--- src/rtl/coin_acceptor_if.sv ---
// Coin acceptor signal bundle: raw slot sensors in, clean coin events and status out.
// insert is a one-cycle strobe; coins carries the coin code only while insert=1 and is 00 otherwise.
interface coin_acceptor_if #(
  parameter int COUNT_W = 8
);
  logic               slot_c1;
  logic               slot_c2;
  logic               insert;
  logic [1:0]         coins;
  logic               jam;
  logic [COUNT_W-1:0] coin_count;
  logic [2:0]         state;

  modport master (
    input  slot_c1, slot_c2,
    output insert, coins, jam, coin_count, state
  );

  modport slave (
    output slot_c1, slot_c2,
    input  insert, coins, jam, coin_count, state
  );
endinterface

--- src/rtl/coin_acceptor.sv ---
// Synchronizes, debounces and classifies two bouncy coin-slot sensors into one clean
// insert strobe per coin, with jam detection and a saturating accepted-coin count.
module coin_acceptor #(
  parameter int DEBOUNCE = 4,
  parameter int COUNT_W  = 8
) (
  input  logic             clk,
  input  logic             reset,
  coin_acceptor_if.master  bus
);

  localparam int CNT_W = $clog2(DEBOUNCE + 1);

  localparam logic [2:0] IDLE    = 3'd0;
  localparam logic [2:0] QUAL    = 3'd1;
  localparam logic [2:0] EMIT    = 3'd2;
  localparam logic [2:0] RELEASE = 3'd3;
  localparam logic [2:0] JAM     = 3'd4;

  localparam logic [CNT_W-1:0]   CNT_ONE   = 1;
  localparam logic [CNT_W-1:0]   CNT_LAST  = DEBOUNCE - 1;
  localparam logic [CNT_W-1:0]   CNT_FULL  = DEBOUNCE;
  localparam logic [COUNT_W-1:0] COUNT_ONE = 1;

  logic [1:0]         c1_sync;
  logic [1:0]         c2_sync;
  logic [1:0]         s;
  logic [2:0]         state_q, state_d;
  logic [CNT_W-1:0]   cnt_q, cnt_d;
  logic [1:0]         cand_q, cand_d;
  logic               insert_q;
  logic [1:0]         coins_q;
  logic               jam_q;
  logic [COUNT_W-1:0] count_q;

  always_ff @(posedge clk or negedge reset) begin
    if (!reset) begin
      c1_sync <= 2'b00;
      c2_sync <= 2'b00;
    end else begin
      c1_sync <= {c1_sync[0], bus.slot_c1};
      c2_sync <= {c2_sync[0], bus.slot_c2};
    end
  end

  assign s = {c2_sync[1], c1_sync[1]};

  always_comb begin
    state_d = state_q;
    cnt_d   = cnt_q;
    cand_d  = cand_q;
    case (state_q)
      IDLE: begin
        if (s == 2'b01 || s == 2'b10) begin
          cand_d  = s;
          cnt_d   = CNT_ONE;
          state_d = QUAL;
        end else if (s == 2'b11) begin
          cnt_d   = '0;
          state_d = JAM;
        end
      end
      QUAL: begin
        if (s == 2'b11) begin
          cnt_d   = '0;
          state_d = JAM;
        end else if (s == 2'b00) begin
          cnt_d   = '0;
          state_d = IDLE;
        end else if (s == cand_q) begin
          cnt_d = cnt_q + CNT_ONE;
          if (cnt_q + CNT_ONE == CNT_FULL) state_d = EMIT;
        end else begin
          // Other single coin took over: requalify from scratch.
          cand_d = s;
          cnt_d  = CNT_ONE;
        end
      end
      EMIT: begin
        cnt_d   = '0;
        state_d = RELEASE;
      end
      RELEASE, JAM: begin
        if (s == 2'b00) begin
          if (cnt_q == CNT_LAST) begin
            cnt_d   = '0;
            state_d = IDLE;
          end else begin
            cnt_d = cnt_q + CNT_ONE;
          end
        end else begin
          cnt_d = '0;
          if (s == 2'b11) state_d = JAM;
        end
      end
      default: begin
        cnt_d   = '0;
        cand_d  = 2'b00;
        state_d = IDLE;
      end
    endcase
  end

  // Outputs are registered off the next state so insert lines up with the EMIT cycle.
  always_ff @(posedge clk or negedge reset) begin
    if (!reset) begin
      state_q  <= IDLE;
      cnt_q    <= '0;
      cand_q   <= 2'b00;
      insert_q <= 1'b0;
      coins_q  <= 2'b00;
      jam_q    <= 1'b0;
      count_q  <= '0;
    end else begin
      state_q  <= state_d;
      cnt_q    <= cnt_d;
      cand_q   <= cand_d;
      insert_q <= (state_d == EMIT);
      coins_q  <= (state_d == EMIT) ? cand_d : 2'b00;
      jam_q    <= (state_d == JAM);
      if (state_d == EMIT && count_q != '1) count_q <= count_q + COUNT_ONE;
    end
  end

  assign bus.insert     = insert_q;
  assign bus.coins      = coins_q;
  assign bus.jam        = jam_q;
  assign bus.coin_count = count_q;
  assign bus.state      = state_q;

endmodule

--- src/flat_wrapper.sv ---
// flat-port wrapper written by rule: the top's interface ports become plain ports
module coin_acceptor_flat 
#(
  parameter int DEBOUNCE = 4,
  parameter int COUNT_W  = 8
)
  (clk, reset, bus_slot_c1, bus_slot_c2, bus_insert, bus_coins, bus_jam, bus_coin_count, bus_state);
  coin_acceptor_if #(.COUNT_W(COUNT_W)) bus_i ();
  input  logic clk;
  input  logic reset;
  input wire logic [$bits(bus_i.slot_c1)-1:0] bus_slot_c1;
  input wire logic [$bits(bus_i.slot_c2)-1:0] bus_slot_c2;
  output wire logic [$bits(bus_i.insert)-1:0] bus_insert;
  output wire logic [$bits(bus_i.coins)-1:0] bus_coins;
  output wire logic [$bits(bus_i.jam)-1:0] bus_jam;
  output wire logic [$bits(bus_i.coin_count)-1:0] bus_coin_count;
  output wire logic [$bits(bus_i.state)-1:0] bus_state;
  assign bus_i.slot_c1 = bus_slot_c1;
  assign bus_i.slot_c2 = bus_slot_c2;
  assign bus_insert = bus_i.insert;
  assign bus_coins = bus_i.coins;
  assign bus_jam = bus_i.jam;
  assign bus_coin_count = bus_i.coin_count;
  assign bus_state = bus_i.state;
  coin_acceptor #(.DEBOUNCE(DEBOUNCE), .COUNT_W(COUNT_W)) u_core (.clk(clk), .reset(reset), .bus(bus_i));
endmodule
--- config.mk ---
export PLATFORM = sky130hd
export DESIGN_NAME = coin_acceptor_flat
export DESIGN_NICKNAME = d
export VERILOG_FILES = /design/src/rtl/coin_acceptor_if.sv /design/src/rtl/coin_acceptor.sv /design/src/flat_wrapper.sv
export SDC_FILE = /design/constraint.sdc
export NUM_CORES = 1
export LEC_CHECK = 0
export ABC_AREA = 1
export BUFFER_PORTS_ARGS = -buffer_cell sky130_fd_sc_hd__clkbuf_2
export CORE_AREA = 2 2 65 61
export DETAILED_ROUTE_END_ITERATION = 10
export DIE_AREA = 0 0 67 63
export SYNTH_ARGS = -nofsm -noshare
export SYNTH_HDL_FRONTEND = slang
export SYNTH_SLANG_ARGS = --single-unit
--- constraint.sdc ---
create_clock -name clk -period 1.45 [get_ports clk]
set_clock_uncertainty 0.05 [all_clocks]
set_input_delay 0.29 -clock clk [delete_from_list [all_inputs] [get_ports clk]]
set_output_delay 0.29 -clock clk [all_outputs]
set_load 0.01 [all_outputs]
==> flow_summary.ini <==
[status]
run_status = finished, final reports clean

[detailed_routing]
drc = 0
viasPerCell = 4.862
wl_per_cell_um = 11.85
ant_nets = 0
drtIter0Drc = 62
num_vias = 1264
drt-total-wl_mm = 3.081
first_pass_iters = 4

[yosys]
synth_area_leaders = dfrtp_1 (44%), nand2_1 (16%), ha_1 (5.4%)
synth_area_per_cell_um2 = 8.063
yosys_most_used_dff = dfrtp_1
synth_area_um2 = 1379
syn_nets = 181
synth_top_area_share_pct = 43.56
synthCells = 171
synth_top_cells_by_count = nand2_1 (60), dfrtp_1 (24), inv_1 (20)
seq_area_frac_synth_pct = 43.56
synth_largest_area_cell = dfrtp_1
ys_types = 23
synth.most_common_cell = nand2_1
synthArstFlopShare_pct = 100.0
synth_edf_count = 0
synth_warnings = 0
ys_seq_elements = 24

[clocking]
cts_buffer_depth = 2
htreeDepth = 1
cts_tree = done
cts_sinks = 24
insertion_delay_ns = 0.26
clk_pin_slew_worst_paths_ns = 0.08
cts_buffers = 3
root_buffer = clkbuf_8

[final_layout]
nNetsFinal = 226
area_delta_synth_final_pct = 33.85
final_cell_area_um2 = 1846
drive_gt1_share_pct = 35.51
antenna_cells = 0

[place]
pre_cts_slack_ns = -0.1071
port_buffers = 18
place_area_um2 = 1623
hpwl_mm = 2.179
globalplace.congestion = 0.8492

[sta]
rsz0062_at_grt = yes
slew_headroom_pct = 61.03
final_max_slew_viol_count = 0
fmax_mhz = 692.7
setup_viol = 0
postLayoutSetupSlackWorst_ns = 0.006294
finalCritPeriodShare_pct = 99.57
worst-slew-pin-transition_ns = 0.5846
hold_viol = 0
period_needed_ns = 1.444

[pwr]
max-vdd-ir-drop_v = 0.0005071
pwr_density_cell_nw_per_um2 = 1216
power.leakage_nw = 0.9623

[critical_path]
timing.critical_path.to = u_core.bus.coin_count[1]$_DFFE_PN0P_
start_kind = register
crit_fanout = 8
cp_slowest_cell = dfrtp_1
crit_path_cell_trace = inv_2 -> buf_6 -> nand2_2 -> nand2_2 -> nand3_4 -> nand2_4 -> nand3_4 -> nand2_1 -> nand2_1
crit_start = u_core.c2_sync[1]$_DFF_PN0_
crit_arrival_ns = 1.55
regToRegSetupSlack_ns = 0.006
timing.rr.end = u_core.bus.coin_count[1]$_DFFE_PN0P_
crit_required_ns = 1.55
ff2ff_path_depth = 9
cpPeakStageDelay_ns = 0.42
reg2reg_from = u_core.c2_sync[1]$_DFF_PN0_
end_kind = register
criticalPathCategory = reg2reg

[job]
maxCapViolCount = 0

[min_path]
holdCritPathClass = in2reg

[floorplanning]
fp.dieH_um = 63
coreArea_um2 = 3573
io_pins = 19
die_w_um = 67
start_util_pct = 38.59
rows = 21
dieArea_um2 = 4221

[grt]
grt_max_degree = 25
grt_pass1_wl_mm = 5.202
grt.overflow.total = 0
gr-usage-all-layers_pct = 15.58
grt_pass1_vias = 1177
antenna_found_initial = 0
==> worst min-delay path by stage <==
stage / from / to / slack (ns) / cells after the start
floorplan: reset / u_core.bus.coin_count[0]$_DFFE_PN0P_ / -0.06 / 0
global placement: reset / u_core.c2_sync[0]$_DFF_PN0_ / 0.27 / 1
CTS: bus_slot_c1 / u_core.c1_sync[0]$_DFF_PN0_ / 0.07 / 1
finish: bus_slot_c1 / u_core.c1_sync[0]$_DFF_PN0_ / 0.08 / 1
detailed placement: reset / u_core.c2_sync[0]$_DFF_PN0_ / 0.28 / 1
global route: bus_slot_c1 / u_core.c1_sync[0]$_DFF_PN0_ / 0.06 / 1
==> critical path: cells and delay by family (launching register included) <==
kind	cells	cell delay, ns
flip-flops	1	0.42
AND/OR/NAND/NOR	7	0.67
buffers and inverters	2	0.20
==> cell families after synthesis <==
kind of cell / after synthesis / share of synthesized area [%]
AOI/OAI and AO/OA: 13 / 5.262
xor gates and xnor gates: 4 / 3.086
adders and majority gates: 6 / 5.445
buffers and inverters: 24 / 7.168
DFF: 24 / 43.56
and+or+nand+nor: 100 / 35.48
==> layout by cell type, fill, tap and decap left out, drive strengths merged, types with 6 or more instances in the layout <==
master  count
o21ai       8
nand2      64
ha          6
nand3      13
nor2       12
dfrtp      24
buf        21
clkbuf     21
inv        23
nand4      12
==> power breakdown <==
part / internal (mW) / switching (mW)
logic: 0.433 / 0.564
registers: 0.768 / 0.0898
clock network: 0.186 / 0.203
total: 1.39 / 0.857
==> per-layer routing <==
metal	global-route usage (%)	routed length, um	up-vias
met2	22.65	1505	27
li1	-	-	642
met4	5.612	34	0
met1	23.17	1438	591
met5	0	0	-
met3	2.342	102	4
==> final cells by class <==
cell class                 count  area (um2)
multi-input combinational    124       787.0
clock buffer                   3       41.29
tap                           46       57.56
sequential                    24       600.6
timing repair buffer          40       265.3
inverter                      23       93.84
fill                         355        1728
==> repair_timing <==
item / 4_1_cts / 5_1_grt
pin swaps: 1 / 10
endpoints found under the hold margin: 12 / 0
cloned: 1 / 0
setup buffers: 0 / 7
resized for setup: 10 / 23
hold buffers: 1 / 0
setup endpoints to repair: 17 / 18
==> through the flow <==
| stage | hold slack [ns] | setup TNS, ns | utilization (%) | power (mW) | std cells |
|---|---|---|---|---|---|
| detailed placement | 0.2840 | -0.9567 | 45.41 | 1.665 | 248 |
| CTS | 0.07329 | 0 | 48.35 | 2.116 | 253 |
| finish | 0.07562 | 0 | 51.65 | 2.244 | 260 |
| global placement | 0.2743 | -0.3439 | 45.41 | 1.653 | 248 |
| global route | 0.06215 | -0.8528 | 51.65 | 2.414 | 260 |
| floorplan | -0.05559 | 0 | - | 1.385 | 171 |
==> flip-flops by register name, summed over array words and instances (netlist names) <==
register               cells
u_core.bus.state           3
u_core.cand_q              2
u_core.c1_sync             2
u_core.cnt_q               3
u_core.bus.jam             1
u_core.bus.coin_count      8
u_core.bus.insert          1
u_core.bus.coins           2
u_core.c2_sync             2
Note: power is estimated with default switching activity, not from simulation.
